## config.mk

```make
export PLATFORM = sky130hd
export DESIGN_NAME = imem_fetch_ctrl
export DESIGN_NICKNAME = d
export VERILOG_FILES = /design/src/rtl/imem_ctrl_pkg.sv /design/src/rtl/imem_pc_gen.sv /design/src/rtl/imem_fetch_ctrl.sv
export SDC_FILE = /design/constraint.sdc
export NUM_CORES = 1
export LEC_CHECK = 0
export BUFFER_PORTS_ARGS = -buffer_cell sky130_fd_sc_hd__buf_2
export CAP_MARGIN = 20
export CORE_MARGIN = 2
export CORE_UTILIZATION = 40
export DETAILED_ROUTE_END_ITERATION = 8
export GPL_TIMING_DRIVEN = 0
export PLACE_DENSITY = 0.82
export SLEW_MARGIN = 20
export SYNTH_ARGS = -nofsm -noshare
export SYNTH_HDL_FRONTEND = slang
export SYNTH_SLANG_ARGS = --single-unit
export TNS_END_PERCENT = 30
```

## constraint.sdc

```tcl
create_clock -name clk -period 7.6 [get_ports clk]
set_clock_uncertainty 0.15 [all_clocks]
set_input_delay 1.52 -clock clk [delete_from_list [all_inputs] [get_ports clk]]
set_output_delay 1.52 -clock clk [all_outputs]
set_load 0.005 [all_outputs]
```

## src/rtl/imem_ctrl_pkg.sv

```systemverilog
// ----------------------------------------------------------------------------
// imem_ctrl_pkg
// Shared constants for the instruction-memory fetch controller.
//   ST_LOAD / ST_RUN / ST_FAULT : controller state encoding (2 bits)
//   INSTR_BYTES                 : bytes per instruction word
//   PC_ALIGN_MASK               : low pc bits that must be zero for a fetch
//   pc_is_aligned()             : word-alignment check on a byte address
// ----------------------------------------------------------------------------
package imem_ctrl_pkg;

    localparam logic [1:0] ST_LOAD  = 2'b00;
    localparam logic [1:0] ST_RUN   = 2'b01;
    localparam logic [1:0] ST_FAULT = 2'b10;

    localparam int         INSTR_BYTES   = 4;
    localparam logic [1:0] PC_ALIGN_MASK = 2'b11;

    // True when the byte address points at the first byte of a word.
    function automatic logic pc_is_aligned(input logic [31:0] addr);
        return ((addr[1:0] & PC_ALIGN_MASK) == 2'b00);
    endfunction

endpackage

```

## src/rtl/imem_pc_gen.sv

```systemverilog
// ----------------------------------------------------------------------------
// imem_pc_gen
// Combinational next-pc selection for the RUN state.
// Priority: redirect > stall > sequential (pc+4, wrapping at MEM_BYTES).
// A redirect to a misaligned or out-of-range word raises bad_target and
// the pc holds.
// Ports:
//   pc             in  32  current fetch address
//   fetch_stall    in  1   hold request
//   redirect_valid in  1   redirect request
//   redirect_pc    in  32  redirect target byte address
//   next_pc        out 32  pc for the next cycle
//   bad_target     out 1   redirect target is illegal
// ----------------------------------------------------------------------------
module imem_pc_gen
    import imem_ctrl_pkg::*;
#(
    parameter int MEM_BYTES = 32
) (
    input  logic [31:0] pc,
    input  logic        fetch_stall,
    input  logic        redirect_valid,
    input  logic [31:0] redirect_pc,
    output logic [31:0] next_pc,
    output logic        bad_target
);

    localparam logic [31:0] ADDR_MASK = 32'(MEM_BYTES - 1);
    localparam logic [31:0] LAST_WORD = 32'(MEM_BYTES - INSTR_BYTES);

    // Select next pc and flag illegal redirect targets.
    always_comb begin
        next_pc    = pc;
        bad_target = 1'b0;
        if (redirect_valid) begin
            if (pc_is_aligned(redirect_pc) && (redirect_pc <= LAST_WORD)) begin
                next_pc = redirect_pc;
            end else begin
                bad_target = 1'b1;
            end
        end else if (fetch_stall) begin
            next_pc = pc;
        end else begin
            // MEM_BYTES is a power of two, so masking gives the wrap to 0.
            next_pc = (pc + 32'(INSTR_BYTES)) & ADDR_MASK;
        end
    end

endmodule

```

## src/rtl/imem_fetch_ctrl.sv

```systemverilog
// ----------------------------------------------------------------------------
// imem_fetch_ctrl
// Owner of the single-port instruction memory. Boots by writing a program
// byte-serially (LOAD), then sequences the fetch pc (RUN). An illegal
// redirect target parks the controller in FAULT until reset.
// Optional build macro IMEM_RELOAD_EN adds reload_req, which returns RUN or
// FAULT to LOAD.
// Ports:
//   clk, reset (async active-low)
//   reload_req                              (IMEM_RELOAD_EN only)
//   ld_valid/ld_data/ld_last/ld_ready       loader byte stream
//   mem_we/mem_addr/mem_wdata/mem_rdata     memory interface
//   fetch_stall/redirect_valid/redirect_pc  decode-side control
//   pc/instr/instr_valid                    fetch result
//   loading/fault                           status
// ----------------------------------------------------------------------------
module imem_fetch_ctrl
    import imem_ctrl_pkg::*;
#(
    parameter int MEM_BYTES = 32,
    parameter int RESET_PC  = 0
) (
    input  logic        clk,
    input  logic        reset,
`ifdef IMEM_RELOAD_EN
    input  logic        reload_req,
`endif
    input  logic        ld_valid,
    input  logic [7:0]  ld_data,
    input  logic        ld_last,
    output logic        ld_ready,
    output logic        mem_we,
    output logic [31:0] mem_addr,
    output logic [7:0]  mem_wdata,
    input  logic [31:0] mem_rdata,
    input  logic        fetch_stall,
    input  logic        redirect_valid,
    input  logic [31:0] redirect_pc,
    output logic [31:0] pc,
    output logic [31:0] instr,
    output logic        instr_valid,
    output logic        loading,
    output logic        fault
);

    localparam logic [31:0] LAST_BYTE = 32'(MEM_BYTES - 1);
    localparam logic [31:0] PC_INIT   = 32'(RESET_PC);

    logic [1:0]  state_r,   state_nxt_s;
    logic [31:0] ld_addr_r, ld_addr_nxt_s;
    logic [31:0] pc_r,      pc_nxt_s;
    logic [31:0] gen_pc_s;
    logic        bad_target_s;
    logic        ld_hs_s;
    logic        reload_s;

`ifdef IMEM_RELOAD_EN
    assign reload_s = reload_req;
`else
    assign reload_s = 1'b0;
`endif

    imem_pc_gen #(
        .MEM_BYTES (MEM_BYTES)
    ) u_pc_gen (
        .pc             (pc_r),
        .fetch_stall    (fetch_stall),
        .redirect_valid (redirect_valid),
        .redirect_pc    (redirect_pc),
        .next_pc        (gen_pc_s),
        .bad_target     (bad_target_s)
    );

    assign ld_hs_s = ld_valid && (state_r == ST_LOAD);

    // Next-state, load-address and pc computation.
    always_comb begin
        state_nxt_s   = state_r;
        ld_addr_nxt_s = ld_addr_r;
        pc_nxt_s      = pc_r;
        case (state_r)
            ST_LOAD: begin
                if (ld_hs_s) begin
                    ld_addr_nxt_s = ld_addr_r + 32'd1;
                    // Filling the last byte ends the load even without ld_last.
                    if (ld_last || (ld_addr_r == LAST_BYTE)) begin
                        state_nxt_s = ST_RUN;
                        pc_nxt_s    = PC_INIT;
                    end else begin
                        state_nxt_s = ST_LOAD;
                    end
                end else begin
                    ld_addr_nxt_s = ld_addr_r;
                end
            end
            ST_RUN: begin
                // Reload takes precedence over any redirect in the same cycle.
                if (reload_s) begin
                    state_nxt_s   = ST_LOAD;
                    ld_addr_nxt_s = 32'd0;
                    pc_nxt_s      = PC_INIT;
                end else if (bad_target_s) begin
                    state_nxt_s = ST_FAULT;
                end else begin
                    pc_nxt_s = gen_pc_s;
                end
            end
            ST_FAULT: begin
                if (reload_s) begin
                    state_nxt_s   = ST_LOAD;
                    ld_addr_nxt_s = 32'd0;
                    pc_nxt_s      = PC_INIT;
                end else begin
                    state_nxt_s = ST_FAULT;
                end
            end
            default: begin
                state_nxt_s   = ST_LOAD;
                ld_addr_nxt_s = 32'd0;
                pc_nxt_s      = PC_INIT;
            end
        endcase
    end

    // State registers; reset restarts the boot load from address 0.
    always_ff @(posedge clk or negedge reset) begin
        if (!reset) begin
            state_r   <= ST_LOAD;
            ld_addr_r <= 32'd0;
            pc_r      <= PC_INIT;
        end else begin
            state_r   <= state_nxt_s;
            ld_addr_r <= ld_addr_nxt_s;
            pc_r      <= pc_nxt_s;
        end
    end

    assign ld_ready    = (state_r == ST_LOAD);
    assign loading     = (state_r == ST_LOAD);
    assign instr_valid = (state_r == ST_RUN);
    assign fault       = (state_r == ST_FAULT);
    assign mem_we      = ld_hs_s;
    assign mem_wdata   = ld_data;
    assign mem_addr    = (state_r == ST_LOAD) ? ld_addr_r : pc_r;
    assign pc          = pc_r;
    assign instr       = mem_rdata;

endmodule

```

; Word-level counts from Yosys, hierarchy flattened
; Cells that the tools add are included.
[op_classes]
n_mux = 16
n_reduce_logical = 9
addsub = 2
bitwise = 2
n_eq_ne = 9
n_lt_le_gt_ge = 1
[ops]
columns = operator, n
row1 = two-way mux 32 bit, 8
row2 = one-hot mux 32 bit (3 select lines), 1
row3 = one-hot mux 32 bit (2 select lines), 1
row4 = "adder 32 x 1 -> 32 bit, second input constant", 1
row5 = "== test 32 x 5 -> 1 bit, second input constant", 1
row6 = "<= comparator 32 x 5 -> 1 bit, second input constant", 1
row7 = "!= test 2 x 1 -> 1 bit, second input constant", 3
row8 = one-hot mux 2 bit (3 select lines), 1
row9 = AND reduction 6 bit, 1
row10 = "adder 5 x 3 -> 5 bit, second input constant", 1
row11 = zero test 2 bit, 2
row12 = two-way mux 2 bit, 2
row13 = AND reduction 2 bit, 2
row14 = two-way mux 1 bit, 3
row15 = "!= test 3 x 2 -> 1 bit, second input constant", 1
row16 = "!= test 3 bit, second input constant", 1
row17 = "== test 2 x 1 -> 1 bit, second input constant", 1
row18 = "== test 2 bit, second input constant", 1
row19 = logical AND 1 bit, 2
row20 = "!= test 2 bit, second input constant", 1
row21 = inverter 1 bit, 2
row22 = OR reduction 2 bit, 1
row23 = logical OR 1 bit, 1
[totals]
word_cells = 42
regBits = 66

; Depth between registers and ports, before layout
[logic_depth]
depth_word = 6
mapped_depth = 10
depth_no_buf = 7

; Cells and area by module
; Synthesis repeated with hierarchy kept, for this count alone.
[hier_totals]
hier_cells = 456
hier_area_um2 = 4262.8
[by_module_without_submodules]
columns = module, cells_each, n_inst, area_per_inst_um2, seq_area_each_um2
row1 = imem_fetch_ctrl, 398, 1, 3876.2, 1651.6
row2 = imem_pc_gen, 58, 1, 386.6, 0.0

; Worst setup path after synthesis
; Ideal clock, no wire load.
[synth_timing]
kind = input to output
start = in ld_valid
end = out mem_we
required_time_ps = 5930
arrival_time_ps = 1663
n_path_buf = 0
stages = 1
slack_ps = 4267
path_cell_list = and2_1
[synth_via]
elab_chain_len = 1
[synth_lines]
columns = element, line_no
row1 = from (decl), imem_fetch_ctrl.sv:28  ; input logic ld_valid,
row2 = logical AND 1 bit, imem_fetch_ctrl.sv:74  ; assign ld_hs_s = ld_valid && (state_r == ST_LOAD);
row3 = to (decl), imem_fetch_ctrl.sv:32  ; output logic mem_we,
; Every way passes these cells.

; Worst setup path in the final report
[layout_timing]
start = reg state_r[0]
end = out mem_addr[6]
[layout_via]
elab_chain_len = 2
[layout_lines]
columns = element, line_no
row1 = from (decl), imem_fetch_ctrl.sv:49  ; logic [1:0] state_r, state_nxt_s;
row2 = from (signal assigned), imem_fetch_ctrl.sv:132  ; state_r <= state_nxt_s;
row3 = zero test 2 bit, imem_fetch_ctrl.sv:144  ; assign mem_addr = (state_r == ST_LOAD) ? ld_addr_r : pc_r;
row4 = two-way mux 32 bit, imem_fetch_ctrl.sv:144
row5 = to (decl), imem_fetch_ctrl.sv:33  ; output logic [31:0] mem_addr,
; Every way passes these cells.

==> metrics.cfg <==
[drt]
avgViaCountPerCell = 5.07
via_count = 3336
ant_nets = 0
drc = 0
wire_per_inst_um = 14.5
routed_wl_mm = 9.53
drt_iter0_drc = 120
firstDrtPassIters = 4

[layout]
final_cell_mix = buf_2, dfrtp_1, buf_4, mux2_2, and2_1
multi_input_area_sq_mm = 0.00168
n_antenna_cell = 0
drive_above_1_share_pct = 43.7
nFillCells = 827
regArea_sq_mm = 0.00165
fin_nets = 626
layout_commonest_cell = buf_2
area_delta_synth_final_pct = 29.9

[place]
place_hpwl_mm = 7.14
gp_congestion = 0.878
numPortBuffers = 145

[logic_synthesis]
synthCells = 385
seq_area_frac_synth_pct = 43.8
syn_nets = 469
ys_types = 33
yosysWarnings = 0
ys_ff_latch = 66
avgSynthCellArea_sq_um = 9.80
synth_area_sq_mm = 0.00377

[die]
fp.dieH_um = 101
io_pins = 187
initial_core_util_pct = 41.0
die_width_um = 101
die_area_sq_mm = 0.0102
core_area_sq_mm = 0.00920
core.rowCount = 35

[critical_path]
crit_type = flop to output port
start_kind = flop
rr_worst_depth = 10
crit_fanout = 10
crit_path_end_kind = output port
critPathRequiredTime_ps = 5930
arrival_ps = 2460

[clock_network]
numCtsBuffers = 9
htreeDepth = 3
hold_buffers = 0
clk_path_buf_depth = 2
clk_latency_ps = 350
cts_setup_buffers = 0
cts-root-buf = clkbuf_8
cts.sinks = 66
tritoncts = built
ctsResizeCount = 0
clkTransAtPathRegs_ps = 70

[pwr]
p_int_mw = 0.720
seq_power_share_pct = 34.9
p_comb_share_pct = 32.3
switching_share_pct = 34.0
p_leak_nw = 2.55
pwr-share-clk_pct = 32.8
power_density_mw_per_mm2 = 223
switching_power_mw = 0.371
ir_drop_mv = 0.117

[grt]
grt_pass1_wl_mm = 15.0
gr-total-overflow = 0
antenna_found_initial = 0
grt_pass1_vias = 3158
track_usage_pct = 18.7
grt_max_degree = 57

[sta]
rsz0062_at_grt = no
setup-violations-final = 0
relSlewSlack_pct = 51.9
finalCritPeriodShare_pct = 54.3
worst_pin_slew_ps = 719
fmax_mhz = 242
worst_hold_slack_ps = 351
slew_violations = 0
finalSetupTns_ps = 0
final-hold-violation-count = 0
final.min_clock_period_ps = 4130

[status]
status = completed

[min_path]
min_delay_path_depth = 1
hold_path.class = flop to flop

[job]
drv_cap = 0

[flip-flops by register name, summed over array words and instances (netlist names)]
signal	flops
pc	32
ld_addr_r	32
state_r	2
[per-layer routing]
layer / GRT usage (%) / vias up / wire, um
li1: - / 1602 / -
met1: 24.4 / 1582 / 4280
met2: 29.5 / 128 / 4400
met3: 3.73 / 24 / 549
met4: 10.1 / 0 / 304
met5: 0 / - / 0
[cells by family (layout without fill, tap and decap cells)]
group	Yosys count	after routing	share of synthesized area, %
AO/OA/AOI/OAI	36	36	5.37
XOR/XNOR	21	21	4.87
adder cells (fa/ha/maj)	6	6	1.99
buffers and inverters	72	234	11.7
flip-flops	66	66	43.8
multiplexers	37	37	10.9
AND/OR/NAND/NOR	147	147	21.4
[power by group through the flow]
stage	sequential, mW	combinational (mW)	clock [mW]
after global routing	0.383	0.386	0.379
after floorplan	0.384	0.225	0
after CTS	0.380	0.353	0.363
after global placement	0.386	0.337	0
final	0.381	0.352	0.358
after detailed placement	0.387	0.350	0
[worst max-delay path: stages, from the launching register on]
cell	delay [ps]
dfrtp_1	400
inv_1	110
ha_1	200
clkbuf_1	310
clkbuf_1	530
mux2_2	420
buf_2	130
[final cells by class]
type / instances / share of cell area, %
multi-input combinational: 247 / 34.3
timing repair buffer: 146 / 15.4
buffer: 61 / 8.14
clock buffer: 11 / 2.68
clock inverter: 5 / 2.09
sequential: 66 / 33.7
tap: 111 / 2.83
inverter: 11 / 0.842
[cell usage after synthesis (all sizes together)]
cell type	instances	area share [%]
a22o	3	0.70
nand2	17	1.7
o21a	2	0.40
xnor2	20	4.6
a21oi	10	1.3
nand3	10	1.3
nor3	13	1.7
ha	6	2.0
nor4	18	3.0
and2	29	4.8
o21ai	18	2.4
mux2	33	9.8
o22ai	1	0.17
clkbuf	16	1.6
nor2	27	2.7
or3	12	2.1
nor2b	5	0.83
buf	45	9.0
mux2i	4	1.1
xor2	1	0.23
dfrtp	66	44
nor4b	1	0.23
inv	11	1.1
o211ai	1	0.20
nand4	9	1.7
nor3b	1	0.20
and4	5	1.2
a21boi	1	0.20
[metrics by stage]
| step | util, % | instances | cell area (sq um) | power, mW | setup slack, ps |
|---|---|---|---|---|---|
| floorplan | - | 385 | 3770 | 0.609 | 4270 |
| global placement | 50.4 | 641 | 4640 | 0.723 | 3910 |
| detailed placement | 50.8 | 642 | 4670 | 0.737 | 3850 |
| CTS | 53.3 | 658 | 4900 | 1.10 | 3460 |
| global route | 53.3 | 658 | 4900 | 1.15 | 3300 |
| finish | 53.3 | 658 | 4900 | 1.09 | 3470 |
[worst paths after layout]
check                            from       endpoint  slack, ps
setup / recovery           state_r[0]    mem_addr[6]       3470
hold / removal                 pc[11]         pc[11]        350
setup reg to reg           state_r[0]  ld_addr_r[30]       4770
hold reg to reg                pc[11]         pc[11]        350
max in group asynchronous       reset  ld_addr_r[11]       5940
min in group asynchronous       reset         pc[29]        850
No activity file was read; power rests on OpenSTA's default activity.
